**config.mk**
```make
export PLATFORM = sky130hd
export DESIGN_NAME = cordic_req_scheduler
export DESIGN_NICKNAME = d
export VERILOG_FILES = /design/src/rtl/cordic_req_scheduler.sv
export SDC_FILE = /design/constraint.sdc
export NUM_CORES = 1
export LEC_CHECK = 0
export ABC_AREA = 1
export CAP_MARGIN = 20
export CELL_PAD_IN_SITES_DETAIL_PLACEMENT = 1
export CELL_PAD_IN_SITES_GLOBAL_PLACEMENT = 1
export CORE_MARGIN = 2
export CORE_UTILIZATION = 39
export CTS_CLUSTER_DIAMETER = 80
export DETAILED_ROUTE_END_ITERATION = 7
export DONT_BUFFER_PORTS = 1
export PLACE_DENSITY = 0.77
export SYNTH_ARGS = -nofsm -noshare
export SYNTH_HDL_FRONTEND = slang
export SYNTH_SLANG_ARGS = --single-unit
```
**constraint.sdc**
```tcl
create_clock -name clk -period 2.5 [get_ports clk]
set_input_delay 0.625 -clock clk [delete_from_list [all_inputs] [get_ports clk]]
set_output_delay 0.625 -clock clk [all_outputs]
set_load 0.02 [all_outputs]
```
**src/rtl/cordic_req_scheduler.sv**
```systemverilog
// cordic_req_scheduler: shares one pipelined CORDIC core among NUM_REQ requesters with tagged result routing.
// Define CORDIC_SCHED_PRIO_EN to give requester 0 absolute priority over the round-robin group.
module cordic_req_scheduler #(
  parameter int DATA_WIDTH   = 16,
  parameter int CORDIC_WIDTH = 22,
  parameter int NUM_REQ      = 4,
  parameter int ID_WIDTH     = 2,
  parameter int PIPE_LAT     = 16
) (
  input  logic                           clk,
  input  logic                           rst,
  input  logic                           enable,
  input  logic                           flush,
  input  logic [NUM_REQ-1:0]             req_valid,
  output logic [NUM_REQ-1:0]             req_ready,
  input  logic [NUM_REQ*DATA_WIDTH-1:0]  req_x,
  input  logic [NUM_REQ*DATA_WIDTH-1:0]  req_y,
  input  logic [NUM_REQ-1:0]             req_mode,
  output logic                           cor_en,
  output logic [CORDIC_WIDTH-1:0]        cor_x,
  output logic [CORDIC_WIDTH-1:0]        cor_y,
  output logic                           cor_mode,
  input  logic                           cor_res_vld,
  input  logic [CORDIC_WIDTH-1:0]        cor_res_x,
  input  logic [CORDIC_WIDTH-1:0]        cor_res_y,
  output logic [NUM_REQ-1:0]             rsp_valid,
  output logic [CORDIC_WIDTH-1:0]        rsp_x,
  output logic [CORDIC_WIDTH-1:0]        rsp_y,
  output logic                           busy,
  output logic                           flush_done,
  output logic                           tag_err
);
  localparam int CNT_W = $clog2(PIPE_LAT + 1) + 1;
  localparam int PAD   = CORDIC_WIDTH - DATA_WIDTH;
  typedef enum logic [1:0] {IDLE, RUN, DRAIN} state_t;
  state_t                 state;
  logic [ID_WIDTH-1:0]    ptr, gnt_id, cor_id;
  logic [ID_WIDTH:0]      s;
  logic                   found, prio0, xfer, idle_ok, tag_out, sel_mode;
  logic [NUM_REQ-1:0]     rr_vec;
  logic [DATA_WIDTH-1:0]  sel_x, sel_y;
  logic [CNT_W-1:0]       cnt;
  logic [PIPE_LAT-1:0]    tag_vld;
  logic [ID_WIDTH-1:0]    tag_id [PIPE_LAT];
  // Scan downward so the last hit wins: the first valid requester at or after ptr.
  always_comb begin
`ifdef CORDIC_SCHED_PRIO_EN
    prio0  = req_valid[0];
    rr_vec = req_valid & ~NUM_REQ'(1);
`else
    prio0  = 1'b0;
    rr_vec = req_valid;
`endif
    found  = prio0;
    gnt_id = '0;
    s      = '0;
    for (int k = NUM_REQ - 1; k >= 0; k--) begin
      s = {1'b0, ptr} + (ID_WIDTH + 1)'(k);
      s = (s >= (ID_WIDTH + 1)'(NUM_REQ)) ? s - (ID_WIDTH + 1)'(NUM_REQ) : s;
      if (!prio0 && |(rr_vec & (NUM_REQ'(1) << s))) begin
        found  = 1'b1;
        gnt_id = s[ID_WIDTH-1:0];
      end
    end
  end
  always_comb begin
    sel_x    = '0;
    sel_y    = '0;
    sel_mode = 1'b0;
    for (int k = 0; k < NUM_REQ; k++)
      if (gnt_id == ID_WIDTH'(k)) begin
        sel_x    = req_x[k*DATA_WIDTH +: DATA_WIDTH];
        sel_y    = req_y[k*DATA_WIDTH +: DATA_WIDTH];
        sel_mode = req_mode[k];
      end
  end
  assign xfer      = (state == RUN) && enable && !flush && found;
  assign req_ready = xfer ? NUM_REQ'(1) << gnt_id : '0;
  assign tag_out   = tag_vld[PIPE_LAT-1];
  // An op sitting on cor_en is already in flight even though cnt has not counted it yet.
  assign idle_ok   = (cnt == '0) && !cor_en;
  assign busy      = (cnt != '0) || (state != IDLE);
  always_ff @(posedge clk) begin
    if (rst) begin
      state      <= IDLE;
      ptr        <= '0;
      cor_en     <= 1'b0;
      cor_x      <= '0;
      cor_y      <= '0;
      cor_mode   <= 1'b0;
      cor_id     <= '0;
      cnt        <= '0;
      rsp_valid  <= '0;
      rsp_x      <= '0;
      rsp_y      <= '0;
      flush_done <= 1'b0;
      tag_err    <= 1'b0;
    end else begin
      flush_done <= 1'b0;
      case (state)
        IDLE: begin
          flush_done <= flush;
          state      <= (enable && !flush) ? RUN : IDLE;
        end
        RUN:
          if (flush) state <= DRAIN;
          else if (!enable) state <= idle_ok ? IDLE : DRAIN;
        default:
          if (idle_ok) begin
            state      <= IDLE;
            flush_done <= 1'b1;
          end
      endcase
      cor_en <= xfer;
      if (xfer) begin
        cor_x    <= {sel_x, {PAD{1'b0}}};
        cor_y    <= {sel_y, {PAD{1'b0}}};
        cor_mode <= sel_mode;
        cor_id   <= gnt_id;
        if (!prio0) ptr <= (gnt_id == ID_WIDTH'(NUM_REQ - 1)) ? '0 : gnt_id + ID_WIDTH'(1);
      end
      cnt       <= cnt + CNT_W'(cor_en) - CNT_W'(tag_out);
      rsp_valid <= (tag_out && cor_res_vld) ? NUM_REQ'(1) << tag_id[PIPE_LAT-1] : '0;
      if (tag_out && cor_res_vld) begin
        rsp_x <= cor_res_x;
        rsp_y <= cor_res_y;
      end
      if (tag_out != cor_res_vld) tag_err <= 1'b1;
    end
  end
  always_ff @(posedge clk) begin
    if (rst) begin
      tag_vld <= '0;
      for (int k = 0; k < PIPE_LAT; k++) tag_id[k] <= '0;
    end else begin
      tag_vld[0] <= cor_en;
      tag_id[0]  <= cor_id;
      for (int k = 1; k < PIPE_LAT; k++) begin
        tag_vld[k] <= tag_vld[k-1];
        tag_id[k]  <= tag_id[k-1];
      end
    end
  end
endmodule

```
== Word level (Yosys, flattened, before mapping) ==
Memories as Yosys holds them, arrays and structs flattened.
Cells that the tools add are included.

* Register bits after elaboration: 112
* Bits in latches: 0
* Bits in writable memories: 32
* ROM bits: 0
* Input port bits: 185
* Output and inout bits: 101
* Word-level logic and storage cells: 136
* Memories: 1

{| class="wikitable"
|+ Memories
! memory !! depth !! bits a word !! read ports !! clocked after Yosys merged registers in !! write ports !! RTL line !! text
|-
| tag_id || 16 || 2 || 16 || 0 || 16 || 44 || <nowiki>logic [ID_WIDTH-1:0] tag_id [PIPE_LAT];</nowiki>
|}

* Add/subtract/negate cells: 10
* $mul: 0
* Divide/modulo/power cells: 0
* Magnitude comparators: 4
* Equality and inequality tests: 6
* Shifts and indexed selects: 6
* Muxes and demuxes: 53
* Bitwise operators: 21
* Reduce and logical (&&, ||, !) cells: 21

{| class="wikitable"
|+ Operator list
! cell !! number
|-
| 16-bit two-way mux || 8
|-
| 2-bit two-way mux || 25
|-
| 4-bit bitwise AND || 4
|-
| 1-bit bitwise OR || 16
|-
| 4-bit OR reduction || 4
|-
| 1-bit by 3-bit left shift with 4-bit output (first input constant) || 4
|-
| 1-bit two-way mux || 13
|-
| 3-bit two-way mux || 4
|-
| 3-bit greater-or-equal comparator (second input constant) || 3
|-
| 3-bit subtractor (second input constant) || 3
|-
| 1-bit by 2-bit left shift with 4-bit output (first input constant) || 2
|-
| 2-bit by 2-bit adder with 3-bit output (second input constant) || 2
|-
| 6-bit by 1-bit adder with 6-bit output || 1
|-
| 1-bit logical AND || 6
|-
| 6-bit zero test || 1
|-
| 6-bit nonzero test || 1
|-
| 6-bit by 1-bit subtractor with 6-bit output || 1
|-
| 2-bit by 1-bit == test with 1-bit output (second input constant) || 2
|-
| 2-bit == test (second input constant) || 2
|-
| 2-bit zero test || 2
|-
| 4-bit two-way mux || 1
|-
| 2-bit one-hot mux with 2 select lines || 1
|-
| 2-bit by 1-bit adder with 3-bit output (second input constant) || 1
|-
| 2-bit by 3-bit greater-or-equal comparator with 1-bit output (second input constant) || 1
|-
| other kinds (12) || 13
|}

== Longest topological paths before layout ==
Gate-level depths: netlist of the first run.

* Depth in word-level cells: 15
* Gate-level depth with buffers: 23
* Depth with buffers taken out: 22

== Worst setup path before layout of the first run ==
Ideal clock, no wire load.

* Path type: flip-flop to output port
* Start point: register ptr[0]
* End point: output req_ready[1]
* Arrival: 2236 ps
* Data required time: 1875 ps
* Slack: -361 ps
* Cell stages (with the launch flop): 17
* Path buffers: 2
* Cells stage by stage: dfxtp_1 -> inv_1 -> ha_1 -> nand2_1 -> nand2_1 -> nor2_4 -> inv_1 -> nor2_1 -> nand2_1 -> nand2_1 -> nand2_1 -> inv_1 -> ha_1 -> buf_4 -> buf_2 -> inv_1 -> nor2_1

* Longest elaborated chain between the ends: 12
* Elaborated cells between the ends (all ways): 38
* Those cells by class: add/sub (7); order compare (4); shift (5); mux (13); bitwise (4); reduce/logical (5)

{| class="wikitable"
|+ RTL lines
! element !! RTL line !! text
|-
| from (decl) || 37 || <nowiki>logic [ID_WIDTH-1:0] ptr, gnt_id, cor_id;</nowiki>
|-
| from (signal assigned) || 120 || <nowiki>if (!prio0) ptr <= (gnt_id == ID_WIDTH'(NUM_REQ - 1)) ? '0 : gnt_id + ID_WIDTH'(1);</nowiki>
|-
| 2-bit by 2-bit adder with 3-bit output || 58 || <nowiki>s = {1'b0, ptr} + (ID_WIDTH + 1)'(k);</nowiki>
|-
| 3-bit subtractor / 3-bit greater-or-equal comparator (equally long branches) || 59 || <nowiki>s = (s >= (ID_WIDTH + 1)'(NUM_REQ)) ? s - (ID_WIDTH + 1)'(NUM_REQ) : s;</nowiki>
|-
| 3-bit two-way mux || 59 ||
|-
| 1-bit by 3-bit left shift with 4-bit output || 60 || <nowiki>if (!prio0 && |(rr_vec & (NUM_REQ'(1) << s))) begin</nowiki>
|-
| 4-bit bitwise AND || 60 ||
|-
| 4-bit OR reduction || 60 ||
|-
| 2-bit two-way mux (3 in series) || 60 ||
|-
| 2-bit two-way mux * || 60 ||
|-
| via gnt_id[1] || 37 ||
|-
| 1-bit by 2-bit left shift with 4-bit output * || 78 || <nowiki>assign req_ready = xfer ? NUM_REQ'(1) << gnt_id : '0;</nowiki>
|-
| 4-bit two-way mux * || 78 ||
|-
| to (decl) || 15 || <nowiki>output logic [NUM_REQ-1:0] req_ready,</nowiki>
|}

The timed path passes the listed nets; every way through them passes the cells marked *.

== Final worst setup path of the first run ==
* Start point: register ptr[0]
* End point: output req_ready[2]

The elaborated chain is that of the path after synthesis.

==> flow_summary.yaml, run 1 <==
layout:
  nNetsFinal: 1161
  drive_above_1_share_pct: 19.38
  regArea_sq_um: 2890
  stdcell_count: 1192
  fillers: 2040
  multi_input_area_sq_um: 3266
  area_delta_synth_final_pct: 22.45
floorplanning:
  start_util_pct: 39.64
  rows: 47
  die-area_sq_um: 17850
  ios: 286
  die_w_um: 133.6
  dieHeight_um: 133.6
  coreArea_sq_um: 16520
routing:
  first_pass_iters: 4
  drc: 0
  wl_per_cell_um: 16.33
  routed_via_density: 4.914
  vias: 5858
  routed_wl_um: 19460
  drt_iter0_drc: 255
  antenna_left: 0
setup_path:
  cpMostUsedCell: "nand2_2"
  crit_type: "flip-flop to output port"
  worst_ep_arrival_time_ns: 2.24
  required_ns: 1.88
  rrSetupSlack_ns: -0.21
  max_stage_delay_ns: 0.40
  crit_path_start_kind: "flip-flop"
  critical_path.cell_chain: "inv_4 -> ha_4 -> nand2_2 -> nand2_2 -> nor2_4 -> inv_2 -> a21oi_2 -> nand2_2 -> nand2_4 -> buf_4 -> ha_4 -> inv_8 -> nor2_4"
  cp-end-kind: "output port"
  crit_slowest_cell: "dfxtp_4"
  critPathMaxFanout: 4
clock_tree:
  insertion_delay_ns: 0.42
  tritoncts: "yes"
  cts.path.max_buffers: 2
  clock_sinks: 144
  htreeDepth: 4
  cts_buffers: 17
  cts_hold_buf: 0
  clkTransAtPathRegs_ns: 0.07
  root_buffer: "clkbuf_16"
synthesis:
  postSynthCellCount: 934
  yosys.area_share.simple_pct: 28.88
  synthAdderAreaFrac_pct: 3.744
  synth_edf_count: 0
  synth_area_sq_um: 6550
  synthXorXnorAreaFrac_pct: 0
  synth_cell_types: 30
  yosys-top-cells-area: "dfxtp_1 44%, nand2_1 12%, nor2_1 11%"
  synth_area_leader_cell: "dfxtp_1"
  synth_compound_area_share_pct: 12.61
  ys.warnings.count: 0
  yosysSeqAreaShare_pct: 44.01
  async_flop_share_pct: 0
  synth_most_common_cell: "nand2_1"
  ys_seq_elements: 144
  synthTopCellsByCount: "213 x nand2_1, 194 x nor2_1, 144 x dfxtp_1"
  avgSynthCellArea_sq_um: 7.013
  synth.area.mux_share_pct: 0
  synth_top_family_by_area: "simple AND/OR/NAND/NOR gates"
  yosys.area.top_type_share_pct: 44.01
  synthFlopType: "dfxtp_1"
power:
  sw_frac_of_total_pct: 28.24
  leakagePower_nw: 3.485
  internal-power_w: 0.004152
  switchingPower_w: 0.001634
  comb_power_share_pct: 15.8
  ir_drop_v: 0.0004695
  power_density_nw_per_um2: 721.4
  pwr-share-seq_pct: 40.5
  clkPwrFrac_pct: 43.7
grt:
  grt-ovfl-total: 0
  grt_max_degree: 54
  first_global_vias: 6077
  met1_usage_pct: 23.20
  met2_usage_pct: 39.12
  grtUsageMet3_pct: 6.317
  grt_antenna_before_repair: 2
  globalRoute.busiestLayer: "met2"
  grt_pass1_wl_um: 30700
  grt_usage_pct: 21.58
place:
  place.gp.congestion: 0.8059
  port_buffers: 0
  post-dp-hpwl_um: 13500
  place_inst: 1142
  dp_slack_ns: -0.2529
sta:
  rsz0062_at_grt: "yes"
  worst_slack_ns: -0.3619
  setup_violations: 37
  fmax_mhz: 349.4
  fin_crit_sh_pct: 114.5
  fin_tns_setup_ns: -7.115
  slew_violations: 0
  finalHoldViolations: 0
  finClkSkew_ns: 0.006525
  min_period_ns: 2.862
job:
  cap_violations: 0
status:
  violations: "negative setup slack"
  status: "complete, but fails checks"
hold_path:
  min_path_type: "input pin to flip-flop"
[repair_timing]
item	in CTS	in global routing
setup buffers	11	2
pin swaps	20	16
endpoints found under the hold margin	0	0
gates cloned	4	1
resized for setup	68	26
endpoints found under the setup margin	37	37
[layout by cell type (no fill, tap or decap), types with 18 or more instances in the layout]
cell / netlist / routed
buf_4: 17 / 37
o21ai_1: 30 / 34
a21oi_1: 41 / 30
nand2_2: 4 / 18
nor2_1: 194 / 190
clkbuf_16: 0 / 18
dfxtp_1: 144 / 142
o21ai_0: 88 / 82
nor2_2: 33 / 34
nand2_1: 213 / 195
inv_1: 79 / 71
[per-stage QoR]
stage | util (%) | hold slack (ns) | cell area (sq um) | total power, W
global placement | 41.66 | 0.3888 | 6884 | 0.003060
CTS | 47.79 | 0.2533 | 7896 | 0.005813
global route | 48.53 | 0.2499 | 8020 | 0.006059
finish | 48.53 | 0.2786 | 8020 | 0.005786
detailed placement | 41.66 | 0.3969 | 6884 | 0.003076
floorplan | - | 0.3883 | 6635 | 0.002921
[metal layers]
| metal | share of wire (%) | wire (um) |
|---|---|---|
| met5 | 0 | 0 |
| met4 | 3.3 | 637 |
| met3 | 6.5 | 1268 |
| met2 | 51 | 10010 |
| met1 | 39 | 7553 |
[area by class of cell]
type | instances | area share [%]
Clock inverter | 15 | 2.137
Clock buffer | 17 | 5.304
Timing Repair Buffer | 57 | 8.128
Inverter | 82 | 4.181
Tap cell | 220 | 3.432
Antenna cell | 2 | 0.06240
Multi-Input combinational cell | 655 | 40.72
Sequential cell | 144 | 36.04
[kinds of logic after synthesis]
logic type	Yosys count
AO/OA/AOI/OAI	163
adder cells (fa/ha/maj)	19
buffers and inverters	146
flip-flops	144
other	1
AND/OR/NAND/NOR	461
[path summary, 6_finish.rpt]
path               start            to  cells past startpoint
max               ptr[0]  req_ready[2]                     13
min                  rst   tag_vld[13]                      1
max reg2reg       ptr[0]     cor_x[11]                     23
min reg2reg  tag_vld[12]   tag_vld[13]                      2
[registers in the layout (all words and copies together) (netlist names)]
register	cells
tag_id	32
cor_x	16
tag_err	1
cor_en	1
rsp_valid	4
ptr	2
rsp_x	22
cor_y	16
cnt	6
rsp_y	22
state	2
cor_mode	1
flush_done	1
tag_vld	16
cor_id	2
[power groups by stage]
stage | clock [W] | combinational [W] | sequential, W
4_1_cts | 0.00260 | 0.000868 | 0.00234
3_3_place_gp | 0 | 0.000665 | 0.00240
2_1_floorplan | 0 | 0.000531 | 0.00239
5_1_grt | 0.00271 | 0.00101 | 0.00234
3_5_place_dp | 0 | 0.000680 | 0.00240
6_report | 0.00253 | 0.000911 | 0.00234
[worst max-delay path, delay by kind of cell, from the launching register on]
family / cells / cell delay, ns
buf+inv: 4 / 0.28
simple gates: 6 / 0.61
flops: 1 / 0.40
fa+ha+maj: 2 / 0.36
compound gates: 1 / 0.14
(Power assumes the default switching activity.)
==> run 2: changes to the inputs <==
PLACE_DENSITY = 0.76   (was 0.77)
==> run 2 against run 1 <==
Effect of this change:
- the flow still finishes with violations (negative setup slack)
- sequential cell count unchanged
- non-clock buffer count decreased by 12
- cell area decreased by 2.3%
- critical path depth up 1
- via count fell by 0.20%
- cell count down 1.0%
- setup slack gained 0.042 ns
==> flow_summary.yaml, run 2 (synthesized netlist as in run 1, its figures left out) <==
status:
  status: "complete, but fails checks"
  violations: "negative setup slack"
floorplanning:
  die_w_um: 133.6
  die-area_sq_um: 17850
  rows: 47
  ios: 286
  coreArea_sq_um: 16520
  start_util_pct: 39.64
  dieHeight_um: 133.6
grt:
  grt_antenna_before_repair: 1
  grt_usage_pct: 20.99
  first_global_vias: 5846
  grt_max_degree: 58
  grt_pass1_wl_um: 29610
  grt-ovfl-total: 0
layout:
  largest_reg_flops: 32
  reg.largest.list: "tag_id (32), rsp_x (22), rsp_y (22)"
  final_common_cell: "nand2_1"
  fillers: 2065
  drive_above_1_share_pct: 17.21
  nNetsFinal: 1150
  final_cell_mix: "200 x nand2_1, 190 x nor2_1, 142 x dfxtp_1"
  post-route-util_pct: 47.44
  area_delta_synth_final_pct: 19.68
  top_register: "tag_id"
sta:
  finalHoldViolations: 0
  fin_crit_sh_pct: 112.8
  hold_ws_ns: 0.2860
  slew_violations: 0
  rsz0062_at_grt: "yes"
  fmax_mhz: 354.6
  relSlewSlack_pct: 64.36
  worst_slack_ns: -0.3200
  tightestPinTransition_ns: 0.5346
  min_period_ns: 2.820
  setup_violations: 37
  fin_tns_setup_ns: -4.295
  finClkSkew_ns: 0.01310
place:
  place.gp.congestion: 0.7873
  post-dp-hpwl_um: 13210
  port_buffers: 0
  dp_slack_ns: -0.2272
setup_path:
  rr_worst_depth: 25
  r2r-end: "cor_y[17]"
  crit_path_start_kind: "flip-flop"
  cp-end-kind: "output port"
  timing.rr.start: "ptr[0]"
  crit_start: "ptr[0]"
  rrSetupSlack_ns: -0.15
  crit_type: "flip-flop to output port"
  worst_ep_arrival_time_ns: 2.19
  critPathMaxFanout: 5
  required_ns: 1.88
power:
  switchingPower_w: 0.001521
  comb_power_share_pct: 14.0
  pwr-share-seq_pct: 40.3
  internal-power_w: 0.004306
  ir_drop_v: 0.0005306
  leakagePower_nw: 3.387
  power_density_nw_per_um2: 743.3
  clkPwrFrac_pct: 45.7
  sw_frac_of_total_pct: 26.10
  p_total_w: 0.005827
clock_tree:
  insertion_delay_ns: 0.42
  clock_sinks: 144
  cts_buffers: 17
  cts.path.max_buffers: 2
  tritoncts: "yes"
  clkTransAtPathRegs_ns: 0.06
  root_buffer: "clkbuf_16"
  htreeDepth: 4
hold_path:
  min_to: "tag_id[1][8]"
  min_path_type: "input pin to flip-flop"
  hp-start: "rst"
  whs_path_depth: 1
routing:
  first_pass_iters: 4
  drt_iter0_drc: 253
  wl_per_cell_um: 16.31
  routed_wl_um: 19250
  vias: 5846
  antenna_left: 0
  drc: 0
  routed_via_density: 4.954
job:
  cap_violations: 0
-- run 2: cell types whose count changed in the layout (fill, tap and decap cells not counted), sizes merged --
cell	previous run	this run
nor2	231	232
clkinvlp	0	4
clkbuf	18	20
clkinv	8	1
bufinv	1	3
inv	88	87
buf	56	44
diode	2	1
-- run 2: layer usage --
layer | track usage [%] | share of wire, %
met5 | 0 | 0
met4 | 11.11 | 4.3
met3 | 5.289 | 5.3
met2 | 38.09 | 51
met1 | 22.37 | 39
-- run 2: power by group through the flow --
stage	Combinational (W)	Sequential, W	Clock, W
after floorplan	0.000531	0.00239	0
after detailed placement	0.000613	0.00240	0
final	0.000818	0.00235	0.00266
after global placement	0.000605	0.00240	0
after CTS	0.000755	0.00235	0.00275
after global routing	0.000913	0.00235	0.00284
-- run 2: cell type report --
| cell class | count | area (sq um) | share of cell area, % |
|---|---|---|---|
| clock inverter | 13 | 175.2 | 2.235 |
| clock buffer | 19 | 452.9 | 5.778 |
| tap | 220 | 275.3 | 3.512 |
| timing repair buffer | 45 | 496.7 | 6.337 |
| multi-input combinational | 656 | 3223 | 41.12 |
| inverter | 82 | 322.8 | 4.118 |
| antenna | 1 | 2.502 | 0.03192 |
| sequential | 144 | 2890 | 36.87 |
-- run 2: repair_timing --
| item | in CTS | in global routing |
|---|---|---|
| resized for setup | 53 | 22 |
| buffers inserted | 13 | 5 |
| pin swaps | 17 | 10 |
| endpoints found under the setup margin | 37 | 37 |
| hold buffers | 0 | 0 |
| cloned | 2 | 1 |
-- run 2: how the worst max path moves through the flow --
stage	slack [ns]	end	cells after the start
final	-0.32	req_ready[3]	14
after global routing	-0.44	req_ready[3]	14
after CTS	-0.30	req_ready[0]	14
after detailed placement	-0.23	cor_y[19]	22
after global placement	-0.16	cor_y[19]	21
after floorplan	-0.02	req_ready[1]	14
-- run 2: critical path, cell delays in order (launching register included) --
cell     delay, ns
dfxtp_4       0.41
inv_4         0.06
ha_4          0.17
nand2_2       0.06
nand2_2       0.06
nor2_4        0.12
buf_6         0.11
o21ai_1       0.07
nand2_1       0.08
nand2_2       0.07
nand2_4       0.11
buf_6         0.12
ha_4          0.12
inv_2         0.05
nor2_4        0.17
-- run 2: per-stage QoR --
| step | cells | instance area, sq um |
|---|---|---|
| after CTS | 1174 | 7724 |
| after global placement | 1128 | 6754 |
| final | 1180 | 7839 |
| after detailed placement | 1128 | 6754 |
| after floorplan | 945 | 6635 |
| after global routing | 1180 | 7839 |
